$ cat config.mk
export PLATFORM = sky130hd
export DESIGN_NAME = apb_slave_ctrl
export DESIGN_NICKNAME = d
export VERILOG_FILES = /design/src/rtl/apb_slave_ctrl.sv
export SDC_FILE = /design/constraint.sdc
export NUM_CORES = 1
export LEC_CHECK = 0
export BUFFER_PORTS_ARGS = -buffer_cell sky130_fd_sc_hd__buf_2
export CAP_MARGIN = 40
export CORE_UTILIZATION = 39
export DETAILED_ROUTE_END_ITERATION = 10
export PLACE_DENSITY_LB_ADDON = 0.3
export SYNTH_ARGS = -nofsm -noshare
export SYNTH_HDL_FRONTEND = slang
export SYNTH_SLANG_ARGS = --single-unit
$ cat constraint.sdc
create_clock -name clk -period 1.6 [get_ports clk]
set_input_delay 0.08 -clock clk [delete_from_list [all_inputs] [get_ports clk]]
set_output_delay 0.08 -clock clk [all_outputs]
set_load 0.005 [all_outputs]
$ cat src/rtl/apb_slave_ctrl.sv
// APB3/APB4 slave front-end: turns APB transfers into single-cycle register strobes.
// Adds fixed wait states, backend stall with saturating timeout, and address/alignment error reporting.
module apb_slave_ctrl #(
  parameter int                ADDR_W      = 12,
  parameter int                DATA_W      = 32,
  parameter int                WAIT_STATES = 0,
  parameter logic [ADDR_W-1:0] ADDR_MAX    = 'h03C,
  parameter bit                ALIGN_CHK   = 1'b1,
  parameter int                TIMEOUT     = 255,
  localparam int               STRB_W      = DATA_W / 8
) (
  input  logic              clk,
  input  logic              rst_n,
  input  logic              psel,
  input  logic              penable,
  input  logic              pwrite,
  input  logic [ADDR_W-1:0] paddr,
  input  logic [DATA_W-1:0] pwdata,
  input  logic [STRB_W-1:0] pstrb,
  output logic              pready,
  output logic              pslverr,
  output logic [DATA_W-1:0] prdata,
  output logic              wr_en,
  output logic              rd_en,
  output logic [ADDR_W-1:0] reg_addr,
  output logic [DATA_W-1:0] reg_wdata,
  output logic [STRB_W-1:0] reg_wstrb,
  input  logic [DATA_W-1:0] reg_rdata,
  input  logic              reg_busy
);

  localparam int                TO_W       = (TIMEOUT > 0) ? $clog2(TIMEOUT + 1) : 1;
  localparam logic [TO_W-1:0]   TO_LIM     = TO_W'(TIMEOUT);
  localparam logic [ADDR_W-1:0] ALIGN_MASK = ADDR_W'(STRB_W - 1);
  localparam logic [3:0]        WAIT_INIT  = 4'(WAIT_STATES);

  typedef enum logic {S_IDLE, S_ACCESS} state_t;

  state_t            r_state;
  state_t            w_state_nxt;
  logic [3:0]        r_wait_cnt;
  logic [TO_W-1:0]   r_to_cnt;
  logic              r_pwrite;
  logic              r_err;
  logic [ADDR_W-1:0] r_addr;
  logic [DATA_W-1:0] r_wdata;
  logic [STRB_W-1:0] r_wstrb;

  logic w_latch;
  logic w_wait_dec;
  logic w_to_inc;
  logic w_err_nxt;
  logic w_to_lim;
  logic w_stall;
  logic w_active;
  logic w_done;
  logic w_to;

  assign w_err_nxt = (paddr > ADDR_MAX) | (ALIGN_CHK & ((paddr & ALIGN_MASK) != '0));
  assign w_to_lim  = (TIMEOUT != 0) && (r_to_cnt >= TO_LIM);
  assign w_stall   = reg_busy & ~r_err & ~w_to_lim;
  // Gating with rst_n keeps every strobe low during the reset cycle itself.
  assign w_active  = rst_n & (r_state == S_ACCESS) & psel & penable;
  assign w_done    = w_active & (r_wait_cnt == 4'd0) & ~w_stall;
  assign w_to      = w_done & reg_busy & ~r_err & w_to_lim;

  always_comb begin
    w_state_nxt = r_state;
    w_latch     = 1'b0;
    w_wait_dec  = 1'b0;
    w_to_inc    = 1'b0;
    case (r_state)
      S_IDLE: begin
        if (psel && !penable) begin
          w_latch     = 1'b1;
          w_state_nxt = S_ACCESS;
        end
      end
      S_ACCESS: begin
        if (!psel) begin
          w_state_nxt = S_IDLE;
        end else if (!penable) begin
          w_latch = 1'b1;
        end else if (r_wait_cnt != 4'd0) begin
          w_wait_dec = 1'b1;
        end else if (w_stall) begin
          w_to_inc = 1'b1;
        end else begin
          w_state_nxt = S_IDLE;
        end
      end
      default: w_state_nxt = S_IDLE;
    endcase
  end

  always_ff @(posedge clk) begin
    if (!rst_n) begin
      r_state    <= S_IDLE;
      r_wait_cnt <= 4'd0;
      r_to_cnt   <= '0;
      r_pwrite   <= 1'b0;
      r_err      <= 1'b0;
      r_addr     <= '0;
      r_wdata    <= '0;
      r_wstrb    <= '0;
    end else begin
      r_state <= w_state_nxt;
      if (w_latch) begin
        r_addr     <= paddr;
        r_wdata    <= pwdata;
        r_wstrb    <= pstrb;
        r_pwrite   <= pwrite;
        r_err      <= w_err_nxt;
        r_wait_cnt <= WAIT_INIT;
        r_to_cnt   <= '0;
      end else begin
        if (w_wait_dec) begin
          r_wait_cnt <= r_wait_cnt - 4'd1;
        end
        if (w_to_inc && (r_to_cnt != '1)) begin
          r_to_cnt <= r_to_cnt + 1'b1;
        end
      end
    end
  end

  assign pready    = w_done;
  assign pslverr   = w_done & (r_err | w_to);
  assign wr_en     = w_done & r_pwrite & ~r_err & ~w_to & (r_wstrb != '0);
  assign rd_en     = w_done & ~r_pwrite & ~r_err & ~w_to;
  assign prdata    = rd_en ? reg_rdata : '0;
  assign reg_addr  = r_addr;
  assign reg_wdata = r_wdata;
  assign reg_wstrb = r_wstrb;

endmodule

==> summary.md <==
| Metric | Value |
|---|---|
| Vias in the first global route | 3,028 |
| Seq pwr share | 49.1% |
| First-pass GRT wire length | 13.5 mm |
| Initial antenna violation count | 1 |
| Most frequent cells in the layout | 150 x buf_2, 104 x nand2_1, 61 x dfxtp_1, 49 x a21boi_0, 32 x dlygate4sd3_1 |
| Fin crit share | 127% |
| CP dominant cell by count | buf_6 |
| Post-Syn Nets | 433 |
| P per Cell Area | 709 nW/um^2 |
| Min Tclk post-route | 2.03 ns |
| Area contributors post-synth | dfxtp_1 44%, nand2_1 14%, a21boi_0 13% |
| Hold Path Origin | pwdata[3] |
| FF-to-FF End | r_to_cnt[6]$_SDFFE_PP0P_ |
| Net switching power | 0.834 mW |
| Chip Width | 87.6 um |
| Crit. End Element | primary output |
| CP arrival | 1.95 ns |
| Clock power share | 37.8% |
| Reg2Reg Launch Point | r_wait_cnt[0]$_SDFFE_PP0P_ |
| P_int | 2.54 mW |
| Setup violations, final | 42 |
| Final Wtd Congestion | 0.767 |
| Max IR drop VDD | 0.643 mV |
| Top Ports | 170 |
| Register area share after synthesis | 44.1% |
| Share of the synthesized area in the top cell type | 44.1% |
| Row count | 30 |
| Outcome | finished with violations |
| Power consumption | 3.38 mW |
| Via count | 3,195 |
| Critical path peak fanout | 8 |
| Synth cell types | 40 |
| Post-route ant nets | 0 |
| Syn-to-layout area delta | 66.6% |
| Number of DRC markers in iteration 0 | 101 |
| Via/cell ratio | 4.79 |
| Leak pwr | 2.19 nW |
| CP max stage delay | 0.33 ns |
| Worst Max-Slew Pin Slew | 0.816 ns |
| Bufs on Longest Clock Path | 2 |
| Hold Path Stages | 3 |
| Initial core utilization | 41.2% |
| R2r setup slk | -0.14 ns |
| Grt total ovfl | 0 |
| Commonest non-fill, non-tap cell in the layout | buf_2 |
| Root Buffer | clkbuf_8 |
| Setup WS pre-CTS | -0.0721 ns |
| Post-Route WL | 9.69 mm |
| Hold/Removal Path Class | primary input to register |
| Final Skew | 0.00799 ns |
| DR DRC count | 0 |
| Max Freq | 493 MHz |
| Startpoint Class | register |
| All-layer global routing usage | 22.6% |
| DR WL/cell | 14.5 um |
| Delay-heaviest family, CP | simple AND/OR/NAND/NOR gates |
| Share of layout cells above drive strength 1 | 46.1% |
| Yosys reg bits | 63 |
| Max Cap Viol | 0 |
| Cell at the slowest stage of the critical path | dfxtp_2 |
| Fin nets | 655 |
| Critical setup path kind | register to primary output |
| RSZ-0062 raised after global routing | yes |
| CTS tree | done |
| Critical Path RT | 1.52 ns |
| Syn Inst Count | 344 |
| Die Height | 87.6 um |
| Core area | 6940 sq um |
| Port Buffers | 169 |
| Synth area leader | dfxtp_1 |
| Detailed Routing Iterations Pass 1 | 4 |
| Clock tree sinks | 63 |
| Hold EP | reg_wdata[3]$_SDFFE_PN0P_ |
| Cell Chain, Critical Path | inv_2 -> ha_4 -> nor3b_4 -> nand3_2 -> nor4_4 -> buf_6 -> clkbuf_16 -> and2_4 -> buf_6 |
| Sw frac | 24.7% |
| Combinational power share | 13.1% |
| Setup slack after layout | -0.430 ns |
| Clock transition at the registers of the reported paths | 0.07 ns |
| CTS Buf Count | 9 |
| Synth Cell Area | 2860 sq um |
| Avg Inst Size Synth | 8.31 sq um |
| Full die area | 7680 sq um |
| Reg2Reg Depth | 7 |
| Final Max Slew Viols | 0 |
| Worst path bufs/invs | 4 |
| H-tree Lvls | 3 |
| Clock latency on the worst-skew pair | 0.33 ns |
| Failing checks | negative setup slack |
| Largest net degree at the start of global routing | 52 |
| Max_slew headroom | 45.1% |
| Final-report hold violation count | 0 |
| Yosys warning total | 0 |
| HPWL after detailed placement | 5.85 mm |
==> tightest hold or removal path, cell delays in order <==
cell and delay (ns):
buf_2 0.09, nand2_1 0.05, a21boi_0 0.07
==> cell type report <==
type	count	area [sq um]
sequential	63	1260
antenna	1	2.50
fill	550	2180
clock buffer	12	165
multi-input combinational	256	1580
clock inverter	3	17.5
timing repair buffer	233	1600
tap	96	120
inverter	3	11.3
==> stage by stage <==
stage | hold WS (ns) | area, sq um | utilization (%) | TNS, ns | std cells
CTS | 0.00132 | 4500 | 64.9 | -11.69 | 663
global route | 0.00430 | 4760 | 68.6 | -18.86 | 666
global placement | 0.328 | 3860 | 55.6 | -1.12 | 602
finish | 0.00328 | 4760 | 68.6 | -14.92 | 667
detailed placement | 0.337 | 3860 | 55.6 | -1.89 | 602
floorplan | 0.194 | 2860 | - | 0 | 344
==> cell families after synthesis <==
group,Yosys count,share of synthesized area (%)
XOR/XNOR,3,0.919
AND/OR/NAND/NOR,177,31.6
buffers and inverters,26,4.51
adder cells (fa/ha/maj),3,1.31
multiplexers,1,0.350
flip-flops,63,44.1
AO/OA/AOI/OAI,71,17.2
==> registers in the layout, indices dropped and copies added (netlist names) <==
name        flops
r_pwrite        1
r_err           1
r_state         1
r_wait_cnt      4
reg_wdata      32
r_to_cnt        8
reg_wstrb       4
reg_addr       12
==> metal layers <==
metal	track usage, %	share of wire, %	vias to the layer above
met5	0	0	-
met4	11.3	2.3	0
met3	4.71	4.4	23
met2	40.8	53	94
met1	25.3	40	1496
li1	-	-	1582
==> repair_timing <==
| item | CTS | global route |
|---|---|---|
| hold buffers | 32 | 0 |
| cloned | 1 | 3 |
| hold endpoints to repair | 32 | 0 |
| endpoints found under the setup margin | 41 | 47 |
| resized for setup | 9 | 44 |
| setup buffers | 13 | 5 |
| pin swaps | 1 | 15 |
==> worst max-delay path by stage <==
stage,from,to,slack (ns),cells after the start
finish,r_wait_cnt[0]$_SDFFE_PP0P_,prdata[22],-0.43,9
global route,r_wait_cnt[0]$_SDFFE_PP0P_,prdata[22],-0.52,9
CTS,r_wait_cnt[0]$_SDFFE_PP0P_,prdata[16],-0.34,8
detailed placement,r_wait_cnt[0]$_SDFFE_PP0P_,prdata[16],-0.07,8
global placement,r_wait_cnt[0]$_SDFFE_PP0P_,prdata[16],-0.05,8
floorplan,r_wait_cnt[0]$_SDFFE_PP0P_,prdata[22],0.009,7
==> power groups by stage <==
| stage | clock network, mW | logic (mW) | registers, mW |
|---|---|---|---|
| floorplan | 0 | 0.142 | 1.70 |
| global placement | 0 | 0.351 | 1.69 |
| finish | 1.28 | 0.443 | 1.66 |
| global route | 1.36 | 0.485 | 1.67 |
| detailed placement | 0 | 0.362 | 1.69 |
| CTS | 1.30 | 0.427 | 1.66 |
==> Yosys cell counts, drive strengths merged <==
cell,n
o31ai,4
a31oi,1
nor2,6
and2b,1
mux2i,1
ha,3
and2,33
nor4,5
a21boi,49
dfxtp,63
xnor2,1
nor2b,1
o21ai,5
inv,3
nand3,9
nor3b,1
or2b,1
buf,5
a21oi,10
a211oi,1
nor3,3
clkbuf,18
and3,2
or3b,2
or2,1
o22ai,1
or4,4
nand2,104
nand4,1
or3,3
xor2,2
Power figures use the tool's default switching activity.
